<file path="src/rtl/stepdir_counter.sv">
// Step/direction receiver: synchronises and glitch-filters STP/DIR, counts
// rising step edges into a signed position and measures the inter-step period.
module stepdir_counter #(
  parameter int unsigned FILTER_LEN = 4,
  parameter logic [31:0] TIMEOUT    = 32'd50000000
) (
  input  logic               clk,
  input  logic               rst_n,
  input  logic               jointEnable,
  input  logic               STP,
  input  logic               DIR,
  input  logic               loadEnable,
  input  logic signed [31:0] loadValue,
  output logic signed [31:0] jointPosition,
  output logic        [31:0] jointPeriod,
  output logic               jointDirection,
  output logic               stepStrobe
);

  localparam logic [7:0] CNT_LAST = 8'(FILTER_LEN - 1);

  // Index 0 carries STP, index 1 carries DIR.
  logic [1:0] sync1;
  logic [1:0] sync2;
  logic [1:0] filt;
  logic [7:0] flt_cnt [2];

  logic        stp_prev;
  logic        counted;
  logic        valid;
  logic [31:0] per_cnt;

  always_ff @(posedge clk) begin
    if (!rst_n) begin
      sync1      <= 2'b00;
      sync2      <= 2'b00;
      filt       <= 2'b00;
      flt_cnt[0] <= 8'd0;
      flt_cnt[1] <= 8'd0;
    end else begin
      sync1 <= {DIR, STP};
      sync2 <= sync1;
      for (int i = 0; i < 2; i++) begin
        if (sync2[i] != filt[i]) begin
          if (flt_cnt[i] == CNT_LAST) begin
            filt[i]    <= sync2[i];
            flt_cnt[i] <= 8'd0;
          end else begin
            flt_cnt[i] <= flt_cnt[i] + 8'd1;
          end
        end else begin
          flt_cnt[i] <= 8'd0;
        end
      end
    end
  end

  assign counted = filt[0] & ~stp_prev & jointEnable;

  always_ff @(posedge clk) begin
    if (!rst_n) begin
      stp_prev       <= 1'b0;
      stepStrobe     <= 1'b0;
      jointPosition  <= 32'sd0;
      jointDirection <= 1'b0;
    end else begin
      stp_prev   <= filt[0];
      stepStrobe <= counted;
      // A load takes precedence over a coincident step; that step is dropped.
      if (loadEnable) begin
        jointPosition <= loadValue;
      end else if (counted) begin
        jointPosition <= filt[1] ? jointPosition + 32'sd1 : jointPosition - 32'sd1;
      end
      if (counted) begin
        jointDirection <= filt[1];
      end
    end
  end

  always_ff @(posedge clk) begin
    if (!rst_n) begin
      per_cnt     <= 32'd0;
      valid       <= 1'b0;
      jointPeriod <= 32'd0;
    end else if (!jointEnable) begin
      per_cnt     <= 32'd0;
      valid       <= 1'b0;
      jointPeriod <= 32'd0;
    end else if (counted) begin
      per_cnt <= 32'd1;
      // Only a same-direction pair gives a meaningful period.
      if (valid && (filt[1] == jointDirection)) begin
        jointPeriod <= per_cnt;
      end else begin
        jointPeriod <= 32'd0;
        valid       <= 1'b1;
      end
    end else if (per_cnt >= TIMEOUT) begin
      jointPeriod <= 32'd0;
      valid       <= 1'b0;
    end else begin
      per_cnt <= per_cnt + 32'd1;
    end
  end

endmodule

</file>
<file path="config.mk">
export PLATFORM = sky130hd
export DESIGN_NAME = stepdir_counter
export DESIGN_NICKNAME = d
export VERILOG_FILES = /design/src/rtl/stepdir_counter.sv
export SDC_FILE = /design/constraint.sdc
export NUM_CORES = 1
export LEC_CHECK = 0
export CORE_MARGIN = 2
export CORE_UTILIZATION = 42
export CTS_BUF_LIST = sky130_fd_sc_hd__clkbuf_2 sky130_fd_sc_hd__clkbuf_4 sky130_fd_sc_hd__clkbuf_8
export DETAILED_ROUTE_END_ITERATION = 10
export HOLD_SLACK_MARGIN = 0.02
export MAX_ROUTING_LAYER = met4
export PLACE_DENSITY = 0.67
export SYNTH_ARGS = -nofsm -noshare
export SYNTH_HDL_FRONTEND = slang
export SYNTH_SLANG_ARGS = --single-unit
</file>
<file path="constraint.sdc">
create_clock -name clk -period 5.55 [get_ports clk]
set_input_delay 1.11 -clock clk [delete_from_list [all_inputs] [get_ports clk]]
set_output_delay 1.11 -clock clk [all_outputs]
set_load 0.01 [all_outputs]
</file>
==> results of run 1 <==
## synth_stat cells, drive strengths merged, types with 2 or more instances
library cell / n / area share [%]
a2111oi: 2 / 0.26
a211o: 3 / 0.39
a211oi: 9 / 0.99
a21boi: 6 / 0.66
a21o: 8 / 0.88
a21oi: 67 / 4.9
a221oi: 2 / 0.26
a22oi: 32 / 3.5
a311o: 2 / 0.29
a31oi: 7 / 0.64
a41oi: 6 / 0.77
and2: 17 / 1.6
and3: 16 / 1.5
and4: 4 / 0.51
buf: 2 / 0.13
clkbuf: 44 / 2.4
dfxtp: 106 / 31
edfxtp: 16 / 7.1
ha: 34 / 6.3
inv: 22 / 1.2
mux2i: 5 / 0.74
nand2: 78 / 4.3
nand2b: 9 / 0.86
nand3: 26 / 1.9
nand3b: 3 / 0.33
nand4: 11 / 1.0
nor2: 90 / 5.0
nor2b: 5 / 0.46
nor3: 14 / 1.0
nor3b: 3 / 0.33
nor4: 12 / 1.1
nor4b: 6 / 0.77
o211a: 6 / 0.88
o211ai: 8 / 0.88
o21a: 3 / 0.33
o21ai: 53 / 3.9
o21bai: 3 / 0.33
o221ai: 2 / 0.26
o31a: 2 / 0.26
o31ai: 8 / 0.88
or2: 2 / 0.18
or3: 6 / 0.55
or4: 5 / 0.61
xnor2: 26 / 3.3
xor2: 23 / 3.0
## worst min path at each step
stage | start | to | slack [ns] | cells after the start
2_1_floorplan | sync1[0] | sync2[0] | 0.41 | 1
3_3_place_gp | sync1[0] | sync2[0] | 0.42 | 1
3_5_place_dp | sync1[0] | sync2[0] | 0.42 | 1
4_1_cts | sync1[0] | sync2[0] | 0.44 | 1
5_1_grt | sync1[0] | sync2[0] | 0.47 | 1
6_report | sync1[0] | sync2[0] | 0.44 | 1
## registers in the layout, indices dropped and copies added (netlist names)
name and flops:
stp_prev 1, jointPeriod 32, per_cnt 32, sync2 2
stepStrobe 1, jointPosition 32, filt 2, flt_cnt 16
sync1 2, valid 1, jointDirection 1
## where the power goes
part           total [mW]  switching [mW]  internal [mW]
sequential          0.938          0.0225          0.916
clock               0.782           0.405          0.376
combinational       0.373           0.205          0.168
## cell type report
type / instances / area [um^2] / share of cell area, %
Inverter: 23 / 86.33 / 1.022
Sequential cell: 122 / 2603 / 30.82
Clock buffer: 18 / 247.7 / 2.934
Tap cell: 216 / 270.3 / 3.200
Multi-Input combinational cell: 648 / 4010 / 47.49
Timing Repair Buffer: 111 / 1091 / 12.92
Clock inverter: 14 / 136.4 / 1.615
## critical path, cell delays in order, from the launching register on
cell and delay [ns]:
dfxtp_1 0.52, inv_1 0.07, buf_4 0.27, ha_1 0.37, and2_1 0.19, a221oi_1 0.57
a2111oi_0 0.29, o31ai_1 0.60, o221ai_1 0.35, nor3_1 0.19, nand3b_1 0.12
## cell families (layout without fill, tap and decap cells)
logic type / after synthesis / after routing / share of synthesized area [%]
flip-flops: 122 / 122 / 38.24
multiplexers: 5 / 5 / 0.7353
XOR/XNOR: 49 / 49 / 6.305
AND/OR/NAND/NOR: 307 / 307 / 22.04
adder cells (fa/ha/maj): 35 / 35 / 6.544
AO/OA/AOI/OAI: 236 / 236 / 22.26
buffers and inverters: 69 / 166 / 3.823
other: 1 / 16 / 0.05509
## through the flow
step	hold slack [ns]	worst slack [ns]	util, %	total power [mW]	instance area [um^2]
2_1_floorplan	0.4119	2.342	-	1.204	6863
5_1_grt	0.4698	1.759	53.16	2.194	8444
6_report	0.4405	1.940	53.16	2.093	8444
3_5_place_dp	0.4216	1.727	50.74	1.326	8060
4_1_cts	0.4430	2.034	53.16	2.105	8444
3_3_place_gp	0.4158	1.731	50.74	1.324	8060
## cells in the final DEF, fill, tap and decap left out, types with 4 or more instances in the layout
master           count
a211oi_1             8
a21boi_1             4
a21o_1               8
a21oi_1             67
a22oi_1             32
a31oi_1              7
a41oi_1              6
and2_1              17
and3_1              15
and4_1               4
buf_4                8
clkbuf_8            18
clkdlybuf4s50_1    103
clkinv_4             4
conb_1              16
dfxtp_1            106
edfxtp_1            16
ha_1                34
inv_1               22
mux2i_1              5
nand2_1             78
nand2b_1             8
nand3_1             26
nand4_1             11
nor2_1              90
nor2b_1              5
nor3_1              13
nor4_1              12
nor4b_1              6
o211a_1              6
o211ai_1             8
o21ai_0             37
o21ai_1             16
o31ai_1              8
or3_1                6
or4_1                4
xnor2_1             26
xor2_1              23
## metal layers
metal  part of all wire [%]  track usage (%)
met5                      0                -
met2                     47            33.42
met4                    1.9            6.763
met1                     47            26.91
met3                    3.9            3.897
==> parameters.txt, run 1 <==
Parameter                              Value

Placed design
  Global placer's final weighted congestion    0.9008
  Number of I/O port buffers    103
  # placed instances    1120
  Detailed Place HPWL    12310 um

Power
  Pwr Density    247.8 nW/um^2
  Worst voltage drop across the vdd grid    0.0001450 V
  Standby leakage power    3.160 nW

Setup path
  Worst setup SP type    register
  Worst reg2reg path depth    10
  End point of the critical path    jointPosition[31]
  Peak fanout along the critical path    30
  Worst R2R Start    filt[1]
  WP data required    5.94 ns
  Start point of the critical path    filt[1]
  Element type at the critical path end    register
  Worst r2r dst    jointPosition[31]
  Data arrival at the endpoint of the critical path    4.00 ns
  Setup CP Type    register to register
  Flop2flop setup slack    1.94 ns

Clock tree
  Clock transition time at the flip-flop clock pins of the worst setup and hold paths    0.07 ns
  Clock latency on the worst-skew pair    0.46 ns
  Num Clock Sinks    122
  Cell at the root of the clock tree    clkbuf_8
  Number of cells upsized or downsized after cts    0
  Count of hold-fix buffers inserted at cts    0
  Depth of the CTS H-tree    4
  Number of buffers on the longest clock path    2
  Buffers inserted by post-CTS timing repair    0
  Number of buffers added by the clock tree synthesis step    17
  Clock tree from TritonCTS    built

Detailed routing
  Drt first-iter violations    440
  Total number of vias    6289
  Average wire per standard cell    15.12 um
  Number of vias per cell    5.459
  Total wire length    17410 um
  DRC Markers    0
  Antenna-violating nets left    0
  Number of optimization iterations in the first detailed-route pass    5

Cells and area
  Count of non-filler cells in the finished layout    1152
  Share of final-layout standard cells stronger than drive strength 1    5.128%
  Final-layout fill cell count    1581
  Number of antenna cells inserted    0
  Synth-to-layout area growth    24.06%
  Nets    996

Synthesis
  Share of synthesized area occupied by flip-flops and latches    38.24%
  Number of enable-type register cells in the synthesized netlist    16
  Average footprint of a synthesized cell    8.260 um^2
  Area of the mapped netlist    6807 um^2
  Count of different cell masters after synthesis    61
  Top flip-flop cell by instance count after synthesis    dfxtp_1
  Synthesized instance count    824
  Number of warnings reported in the yosys synthesis log    0
  Synthesis-stage register bit count    122
  Async set-reset flop share out of synthesis    0%

Timing
  Worst Skew    0.01070 ns
  Tightest slew margin relative to the limit    20.33%
  Clock period minus final worst setup slack    3.610 ns
  Setup_tns    0 ns
  Final cycle utilization of the critical path    65.05%
  RSZ-0062 raised after global routing    no
  Achievable frequency    277.0 MHz
  Final-report max-slew violation count    0
  Slew @ Worst Pin    1.195 ns
  Setup violation total in the final timing report    0
  Final-report hold violation count    0

Floorplan
  Die H    131.3 um
  Die Wd    131.3 um
  # IOs    104
  Die Area    17240 um^2
  Core Box Area    15890 um^2
  Row count    46
  Starting density of the core    42.85%

Global route
  Number of global-route vias before repair    5952
  Maximum number of pins on one net before global-route repair    50
  Residual overflow from global routing    0
  Global router's overall resource usage    20.92%
  Global-route wire length before repair    28950 um
  Antenna violations before repair    0

Run
  Number of maximum-capacitance violations    0

Min path
  Hold/Removal Path Class    register to register

Outcome
  Run status    completed
(Power assumes the default switching activity.)
==> run 2, diff against run 1 <==
Clock period 5.55 ns to 3.49 ns, I/O delays scaled along.
==> run 2 against run 1 <==
Die area stayed put. Register-to-register slack worse by 1.6 ns. Sequential share of layout area down 0.33 points. Highest routed layer unchanged.
==> parameters.txt, run 2 (synthesis results as in run 1) <==
Parameter                              Value

Outcome
  Run status    completed (unchanged)

Power
  Standby leakage power    3.209 nW (was 3.160 nW)
  Post-layout total power    3.350 mW (was 2.093 mW)
  Pwr Density    392.4 nW/um^2 (was 247.8 nW/um^2)
  Worst voltage drop across the vdd grid    0.0002196 V (was 0.0001450 V)

Detailed routing
  Total wire length    17810 um (was 17410 um)
  DRC Markers    0 (unchanged)
  Antenna-violating nets left    0 (unchanged)
  Average wire per standard cell    15.31 um (was 15.12 um)
  Number of optimization iterations in the first detailed-route pass    6 (was 5)
  Number of vias per cell    5.546 (was 5.459)
  Total number of vias    6450 (was 6289)
  Drt first-iter violations    378 (was 440)

Timing
  RSZ-0062 raised after global routing    no (unchanged)
  Achievable frequency    315.3 MHz (was 277.0 MHz)
  Final-report hold violation count    0 (unchanged)
  Setup violation total in the final timing report    0 (unchanged)
  Final cycle utilization of the critical path    90.88% (was 65.05%)
  Min Hold Slack    0.4419 ns (was 0.4405 ns)
  Setup_tns    0 ns (unchanged)
  Clock period minus final worst setup slack    3.172 ns (was 3.610 ns)
  Final-report max-slew violation count    0 (unchanged)
  Slew @ Worst Pin    0.9617 ns (was 1.195 ns)
  Worst Skew    0.01636 ns (was 0.01070 ns)
  Tightest slew margin relative to the limit    34.88% (was 20.33%)

Cells and area
  Total non-filler cell area in the finished layout    8537 um^2 (was 8444 um^2)
  Share of final-layout standard cells stronger than drive strength 1    6.336% (was 5.128%)
  Most common library cell in the layout ignoring fill and taps    dfxtp_1 (unchanged)
  Registers with the highest flip-flop counts    jointPeriod: 32 flops, jointPosition: 32 flops, per_cnt: 32 flops (unchanged)
  Final-layout fill cell count    1558 (was 1581)
  Number of antenna cells inserted    0 (unchanged)
  Synth-to-layout area growth    25.42% (was 24.06%)
  Most used cells in the layout excluding fill and tap cells    dfxtp_1, clkdlybuf4s50_1, nor2_1 (unchanged)
  Nets    1007 (was 996)

Floorplan
  Die Wd    131.3 um (unchanged)
  Core Box Area    15890 um^2 (unchanged)
  Row count    46 (unchanged)
  # IOs    104 (unchanged)
  Die Area    17240 um^2 (unchanged)
  Die H    131.3 um (unchanged)
  Starting density of the core    42.85% (unchanged)

Run
  Number of maximum-capacitance violations    0 (unchanged)

Clock tree
  Num Clock Sinks    122 (unchanged)
  Clock transition time at the flip-flop clock pins of the worst setup and hold paths    0.09 ns (was 0.07 ns)
  Clock tree from TritonCTS    built (unchanged)
  Clock latency on the worst-skew pair    0.46 ns (about the same)
  Buffers inserted by post-CTS timing repair    0 (unchanged)
  Depth of the CTS H-tree    4 (unchanged)
  Cell at the root of the clock tree    clkbuf_8 (unchanged)
  Number of buffers added by the clock tree synthesis step    17 (unchanged)
  Number of buffers on the longest clock path    2 (unchanged)

Setup path
  WP data required    3.87 ns (was 5.94 ns)
  Critical Path Slowest Stage Cell    o311ai_1 (was o31ai_1)
  Longest individual stage delay on the worst path    0.81 ns (was 0.60 ns)
  Cell-by-cell trace of the critical path    inv_1 -> ha_1 -> nand2b_1 -> a211oi_1 -> o211ai_1 -> o311ai_1 -> a31oi_1 -> xor2_1 -> a211oi_1 (was inv_1 -> buf_4 -> ha_1 -> and2_1 -> a221oi_1 -> a2111oi_0 -> o31ai_1 -> o221ai_1 -> nor3_1 -> nand3b_1)
  Worst setup SP type    register (unchanged)
  Most numerous cell on the critical path    a211oi_1
  Peak fanout along the critical path    15 (was 30)
  Setup CP Type    register to register (unchanged)
  Element type at the critical path end    register (unchanged)
  Data arrival at the endpoint of the critical path    3.55 ns (was 4.00 ns)

Global route
  Number of global-route vias before repair    5849 (was 5952)
  Maximum number of pins on one net before global-route repair    39 (was 50)
  Residual overflow from global routing    0 (unchanged)
  Antenna violations before repair    0 (unchanged)
  Global router's overall resource usage    21.32% (was 20.92%)
  Global-route wire length before repair    29350 um (was 28950 um)

Placed design
  Detailed Place HPWL    12700 um (was 12310 um)
  Area of placed instances    8143 um^2 (was 8060 um^2)
  Global placer's final weighted congestion    0.8980 (was 0.9008)
  Number of I/O port buffers    103 (unchanged)

Min path
  Hold/Removal Path Class    register to register (unchanged)
[run 2: final cells by class]
| type | count | area [um^2] | share of cell area (%) |
|---|---|---|---|
| clock inverters | 15 | 155.1 | 1.817 |
| inverters | 23 | 86.33 | 1.011 |
| well taps | 216 | 270.3 | 3.166 |
| flip-flops and latches | 122 | 2603 | 30.49 |
| clock buffers | 17 | 234.0 | 2.741 |
| multi-input cells | 648 | 4015 | 47.03 |
| repair buffers | 122 | 1174 | 13.75 |
[run 2: where the power goes]
group          internal (mW)  leakage, nW  total (mW)  switching (mW)
combinational          0.274         1.98       0.604           0.330
sequential              1.46         1.03        1.49          0.0366
clock                  0.590        0.198        1.25           0.664
[run 2: routing by layer]
| metal | wire length [um] | share of wire [%] | GRT usage, % |
|---|---|---|---|
| met5 | 0 | 0 | - |
| met1 | 8278 | 46 | 27.98 |
| met3 | 874 | 4.9 | 4.552 |
| met2 | 8410 | 47 | 33.39 |
| met4 | 242 | 1.4 | 5.978 |
[run 2: critical path: cells and delay by family, from the launching register on]
| family | cells | cell delay, ns |
|---|---|---|
| buffers and inverters | 1 | 0.25 |
| flip-flops | 1 | 0.34 |
| AND/OR/NAND/NOR | 1 | 0.10 |
| XOR/XNOR | 1 | 0.19 |
| adder cells (fa/ha/maj) | 1 | 0.46 |
| AO/OA/AOI/OAI | 5 | 1.75 |
[run 2: path summary, 6_finish.rpt]
path / start / to / slack (ns) / depth (start not counted)
hold / removal: sync1[0] / sync2[0] / 0.44 / 1
setup / recovery: filt[1] / jointPosition[30] / 0.32 / 9
hold reg to reg: sync1[0] / sync2[0] / 0.44 / 1
setup reg to reg: filt[1] / jointPosition[30] / 0.32 / 9
[run 2: what timing repair did]
action / 4_1_cts / 5_1_grt
endpoints found under the hold margin: 0 / 0
setup endpoints to repair: 0 / 3
resized for setup: 0 / 1
hold buffers: 0 / 0
[run 2: through the flow]
stage	setup WS (ns)	utilization [%]	instances
final	0.3183	53.74	1163
after floorplan	0.2824	-	839
after global placement	0.2550	51.26	1131
after CTS	0.1883	53.71	1163
after detailed placement	0.1867	51.26	1131
after global routing	0.03051	53.74	1163
